**src/rtl/count_uart_tx_pkg.sv**
```systemverilog
// Shared definitions for the count_uart_tx serial transmitter.
package count_uart_tx_pkg;

  typedef enum logic [1:0] {
    IDLE  = 2'd0,
    START = 2'd1,
    DATA  = 2'd2,
    STOP  = 2'd3
  } state_t;

  localparam int DATA_BITS  = 8;
  localparam int FRAME_BITS = 10;

  // Clock cycles occupied by one complete frame at a given divider.
  function automatic int frame_cycles(input int div);
    return FRAME_BITS * div;
  endfunction

endpackage

```
**src/rtl/uart_baud_div.sv**
```systemverilog
// Bit-period timer: counts 0..DIV-1 and strobes on the last cycle of each bit.
module uart_baud_div #(
  parameter int DIV = 4
) (
  input  logic clk,
  input  logic rst,
  input  logic load,
  output logic bit_end,
  output logic pre_end
);

  localparam int CW = (DIV > 1) ? $clog2(DIV) : 1;

  logic [CW-1:0] cnt;

  // Restart at frame accept so bit boundaries line up with the start bit.
  always_ff @(posedge clk or posedge rst) begin
    if (rst) begin
      cnt <= '0;
    end else if (load || (cnt == CW'(DIV - 1))) begin
      cnt <= '0;
    end else begin
      cnt <= cnt + CW'(1);
    end
  end

  // pre_end lets the caller register an output that lands on the last bit cycle.
  assign bit_end = (cnt == CW'(DIV - 1));
  assign pre_end = (cnt == CW'(DIV - 2));

endmodule

```
**src/rtl/count_uart_tx.sv**
```systemverilog
// 8N1 serial transmitter for the counter value; one byte per handshake.
//
// state | meaning
// IDLE  | line high, ready for a byte
// START | start bit (0) on the line
// DATA  | shifting out 8 data bits, LSB first
// STOP  | stop bit (1); done pulses on its last cycle
module count_uart_tx
  import count_uart_tx_pkg::*;
#(
  parameter int DIV = 4
) (
  input  logic       clk,
  input  logic       rst,
  input  logic [7:0] data,
  input  logic       valid,
  output logic       ready,
  output logic       tx,
  output logic       busy,
  output logic       done
);

  state_t     state;
  logic [7:0] shreg;
  logic [2:0] bit_idx;
  logic       accept;
  logic       bit_end;
  logic       pre_end;

  // Ready depends only on registered state, never on valid.
  assign ready  = (state == IDLE) && !rst;
  assign accept = valid && ready;

  uart_baud_div #(.DIV(DIV)) u_baud (
    .clk    (clk),
    .rst    (rst),
    .load   (accept),
    .bit_end(bit_end),
    .pre_end(pre_end)
  );

  // Frame sequencer with registered line and status outputs.
  always_ff @(posedge clk or posedge rst) begin
    if (rst) begin
      state   <= IDLE;
      shreg   <= '0;
      bit_idx <= '0;
      tx      <= 1'b1;
      busy    <= 1'b0;
      done    <= 1'b0;
    end else begin
      done <= 1'b0;
      case (state)
        IDLE: begin
          if (accept) begin
            state   <= START;
            shreg   <= data;
            bit_idx <= '0;
            tx      <= 1'b0;
            busy    <= 1'b1;
          end
        end
        START: begin
          if (bit_end) begin
            state <= DATA;
            tx    <= shreg[0];
          end
        end
        DATA: begin
          if (bit_end) begin
            if (bit_idx == 3'(DATA_BITS - 1)) begin
              state <= STOP;
              tx    <= 1'b1;
            end else begin
              bit_idx <= bit_idx + 3'd1;
              shreg   <= {1'b0, shreg[7:1]};
              tx      <= shreg[1];
            end
          end
        end
        STOP: begin
          if (pre_end) begin
            done <= 1'b1;
          end
          if (bit_end) begin
            state <= IDLE;
            busy  <= 1'b0;
          end
        end
        default: state <= IDLE;
      endcase
    end
  end

endmodule

```
**config.mk**
```make
export PLATFORM = sky130hd
export DESIGN_NAME = count_uart_tx
export DESIGN_NICKNAME = d
export VERILOG_FILES = /design/src/rtl/count_uart_tx_pkg.sv /design/src/rtl/uart_baud_div.sv /design/src/rtl/count_uart_tx.sv
export SDC_FILE = /design/constraint.sdc
export NUM_CORES = 1
export LEC_CHECK = 0
export CORE_MARGIN = 2
export CORE_UTILIZATION = 56
export DETAILED_ROUTE_END_ITERATION = 8
export PLACE_DENSITY = 0.86
export RECOVER_POWER = 25
export SYNTH_ARGS = -nofsm -noshare
export SYNTH_HDL_FRONTEND = slang
export SYNTH_SLANG_ARGS = --single-unit
```
**constraint.sdc**
```tcl
create_clock -name clk -period 2.6 [get_ports clk]
set_input_delay 0.78 -clock clk [delete_from_list [all_inputs] [get_ports clk]]
set_output_delay 0.78 -clock clk [all_outputs]
set_load 0.005 [all_outputs]
```
Yosys cells after proc, flatten, opt, wreduce, memory -nomap -nowiden

Index checks and enable logic that the tools add are counted.

Muxes and demuxes: 25
Equality and inequality tests: 12
$add $sub $neg: 2
Reductions and logical operators: 12

Operators with widths:

| operator                                               | number |
|---|---|
| 2-to-1 mux 8 bit                                       | 3 |
| one-hot mux 8 bit (2 select lines)                     | 1 |
| 2-to-1 mux 2 bit                                       | 6 |
| inequality test 2 bit (second input constant)          | 5 |
| 2-to-1 mux 3 bit                                       | 3 |
| equality test 2 bit (second input constant)            | 4 |
| 2-to-1 mux 1 bit                                       | 8 |
| one-hot mux 2 bit (4 select lines)                     | 1 |
| AND reduction 4 bit                                    | 2 |
| one-hot mux 3 bit (2 select lines)                     | 1 |
| AND reduction 5 bit                                    | 1 |
| nonzero test 2 bit                                     | 2 |
| adder 3 x 1 -> 3 bit (second input constant)           | 1 |
| equality test 3 bit (second input constant)            | 1 |
| one-hot mux 1 bit (3 select lines)                     | 1 |
| AND reduction 3 bit                                    | 1 |
| nonzero test 3 bit                                     | 1 |
| adder 2 x 1 -> 2 bit (second input constant)           | 1 |
| equality test 2 x 1 -> 1 bit (second input constant)   | 1 |
| logical AND 1 bit                                      | 2 |
| logical NOT 2 bit                                      | 1 |
| inequality test 2 x 1 -> 1 bit (second input constant) | 1 |
| one-hot mux 1 bit (2 select lines)                     | 1 |
| logical NOT 1 bit                                      | 1 |
| logical OR 1 bit                                       | 1 |

Flip-flop bits (word level): 18
Bits of input ports: 11
Output and inout port bits: 4

Depth between registers and ports, before layout

Depth in word-level cells: 5
Depth in mapped cells: 7
Mapped depth without buffers: 6

Cells and area by module

Synthesis repeated with hierarchy kept, for this count alone.

Cells, all modules: 96
Area total of the unflattened synthesis: 1062.3 sq um

By module, submodules not included:

| module        | area an instance (sq um) | cells each | seq. area each (sq um) | times used |
|---|---|---|---|---|
| count_uart_tx | 959.7                    | 88         | 401.6                  | 1 |
| uart_baud_div | 102.6                    | 8          | 50.0                   | 1 |

Worst setup path before layout

Ideal clock, no wire load.

Path kind: in2reg
From: input rst
To: register shreg[0]
Path slack: 0.355 ns
Arrival time: 2.121 ns
Buffers on the path: 1
Cell stages on the path: 5
Library setup time: 0.125 ns
Cells stage by stage: inv_1 a21boi_1 a211oi_2 buf_6 mux2_2

Word-level cells in the longest chain between the ends: 5

Ends and longest elaborated chain:

| item                                     | RTL line            | source |
|---|---|---|
| start, declared                          | count_uart_tx.sv:14 | `input logic rst,` |
| logical NOT 1 bit (no line)              | n/a                 |  |
| logical AND 1 bit                        | count_uart_tx.sv:31 | `assign ready = (state == IDLE) && !rst;` |
| logical AND 1 bit                        | count_uart_tx.sv:32 | `assign accept = valid && ready;` |
| inequality test 2 x 1 -> 1 bit (no line) | n/a                 |  |
| AND reduction 4 bit (no line)            | n/a                 |  |
| end signal, assigned                     | count_uart_tx.sv:57 | `shreg <= data;` |
| end signal, assigned                     | count_uart_tx.sv:76 | `shreg <= {1'b0, shreg[7:1]};` |
| end, declared                            | count_uart_tx.sv:24 | `logic [7:0] shreg;` |

No other way between the ends.
A chain may end at the register's enable or synchronous reset.

Worst setup path after layout

From: input rst
To: output ready

Word-level cells in the longest chain between the ends: 2

Ends and longest elaborated chain:

| item                        | RTL line            | source |
|---|---|---|
| logical NOT 1 bit (no line) | n/a                 |  |
| logical AND 1 bit           | count_uart_tx.sv:31 |  |
| end, declared               | count_uart_tx.sv:17 | `output logic ready,` |

No other way between the ends.

==> run metrics <==
die extent in y=46.23 µm; Final Hold Fails=0; Post-synth EDFFs=0; Die Span X=46.23 µm; Post-Syn Area per Cell=11.61 µm²; reg2reg start=bit_idx[0]; vias after detailed routing=688; RR Endpoint=shreg[4]; fin crit period=2.361 ns; Rows=15; Detail Route Antenna Nets=0; # clock sinks=18; Setup CP Type=input pin to output port; Worst-path clk slew=0.09 ns; core footprint=0.001708 mm²; vias in the first global route=678; crit path from=rst; post-synthesis sequential area ratio=45.24%; CTS Buffer Depth=2; Post-Place Cells=128; clock buffer count from CTS=3; maxcap violations=0; Final Cycle Share=90.81%; fraction of registers with async set/reset=100.0%; H-tree depth=1; Max VDD drop=0.0007262 V; fraction of layout instances using a drive strength above 1=27.78%; global-route wire length before repair=2.856 mm; hold_buf cts=0; post-synthesis register bit count=18; DPL Wire Length=1.295 mm; WL final=1.675 mm; CTS tree=built; Die ar.=0.002137 mm²; layout net count=129; endpoints failing setup=0; startpoint type of the worst setup path=input pin; PwrDens=1121 mW/mm²; commonest cells after routing, fill and taps aside=mux2_2 (17), dfrtp_1 (17), clkdlybuf4s50_1 (13); outcome=completed; predominant post-synthesis flop cell=dfrtp_1; initial antenna violation count=0; worst path required time=1.82 ns; largest net degree at the start of global routing=19; worst setup path end=ready; synthesized netlist cell count=86; Root Buffer=clkbuf_4; critical path arrival=1.58 ns; Detailed Routing Iterations Pass 1=4; Crit. End Element=output port; DRT iter0 DRCs=13; vias per cell=5.173; Setup TNS Final=0 ns; synth unique cells=25; Initial Utilization=58.46%; Slew Limit Fails=0; Worst-Margin Slew=0.9706 ns; Skew-Pair Late Insertion Delay=0.30 ns; clock skew=0.01617 ns; yosys warns=0; flop-to-flop setup slack=0.67 ns; Hold Path Cell Cnt=1; GP Congestion=0.7352; syn_nets=106; Area Growth Syn to Fin=22.06%; I/O Buffers=14; Layout Cells excl Fill=133; RSZ-0062 raised after global routing=no; fmax=423.5 MHz; GRT Total Usage=18.88%; Hold/Removal Path Class=flop to flop; largest fanout on the critical path=2; Power Total=1366 µW; leakage power=0.0005614 µW; Residual DRC=0; r2r worst-path depth=6; # IOs=15; wire per inst=12.59 µm; GRT overflow=0; Slew headroom=35.30%; diode count=0; Mapped Area=998.5 µm²
==> kinds of logic after synthesis <==
logic type | Yosys count | share of synthesized area, %
AOI/OAI and AO/OA | 11 | 8.020
buffers and inverters | 11 | 5.764
adders and majority gates | 9 | 11.28
and+or+nand+nor | 18 | 8.521
DFF | 18 | 45.24
muxes | 19 | 21.18
==> Yosys cell counts, types with 2 or more instances <==
cell,count,area [µm²]
buf_6,2,22.52
dfrtp_1,17,425.4
ha_1,9,112.6
inv_1,8,30.03
mux2_2,17,191.4
mux2i_1,2,20.02
nand2_1,6,22.52
nor2_1,5,18.77
nor2b_1,2,12.51
o21ai_0,3,15.01
==> state kept, by name, indices dropped and copies added (netlist names) <==
name / flops
bit_idx: 3
tx: 1
u_baud.cnt: 2
busy: 1
shreg: 8
done: 1
state: 2
==> worst max-delay path, cell delays in order <==
cell	delay, ns
clkdlybuf4s50_1	0.43
nor2b_2	0.13
dlygate4sd2_1	0.24
==> area by class of cell <==
type / instances / area, µm²
Multi-Input combinational cell: 57 / 491.7
Tap cell: 25 / 31.28
Sequential cell: 18 / 451.7
Inverter: 8 / 30.03
Fill cell: 130 / 489.2
Clock buffer: 4 / 26.28
Timing Repair Buffer: 21 / 187.7
==> report_power, final <==
group	internal, µW	switching (µW)
logic	416	319
clock network	59.7	86.2
registers	409	76.6
==> what timing repair did <==
action	CTS	global route
resized for setup	2	0
setup buffers	1	0
setup endpoints to repair	1	0
==> metrics by stage <==
step | worst slack, ns | hold WS [ns] | instance area [µm²] | util (%)
2_1_floorplan | 0.3545 | 0.4274 | 998.5 | -
3_3_place_gp | -0.03402 | 0.4397 | 1187 | 69.52
3_5_place_dp | -0.07176 | 0.4605 | 1187 | 69.52
4_1_cts | 0.2461 | 0.4745 | 1222 | 71.58
5_1_grt | 0.2067 | 0.4897 | 1219 | 71.36
6_report | 0.2390 | 0.4752 | 1219 | 71.36
==> per-layer routing <==
| layer | global-route usage, % | vias up | part of all wire [%] |
|---|---|---|---|
| li1 | - | 335 | - |
| met3 | 2.353 | 7 | 2.8 |
| met5 | 0 | - | 0 |
| met2 | 33.33 | 15 | 50 |
| met1 | 22.52 | 331 | 44 |
| met4 | 8.571 | 0 | 2.6 |
==> worst min path at each step <==
stage,from,to,slack [ns]
4_1_cts,u_baud.cnt[0],u_baud.cnt[0],0.47
2_1_floorplan,u_baud.cnt[0],u_baud.cnt[0],0.43
3_5_place_dp,u_baud.cnt[0],u_baud.cnt[0],0.46
3_3_place_gp,u_baud.cnt[0],u_baud.cnt[0],0.44
6_report,u_baud.cnt[0],u_baud.cnt[0],0.48
5_1_grt,u_baud.cnt[0],u_baud.cnt[0],0.49
No activity file was read; power rests on OpenSTA's default activity.
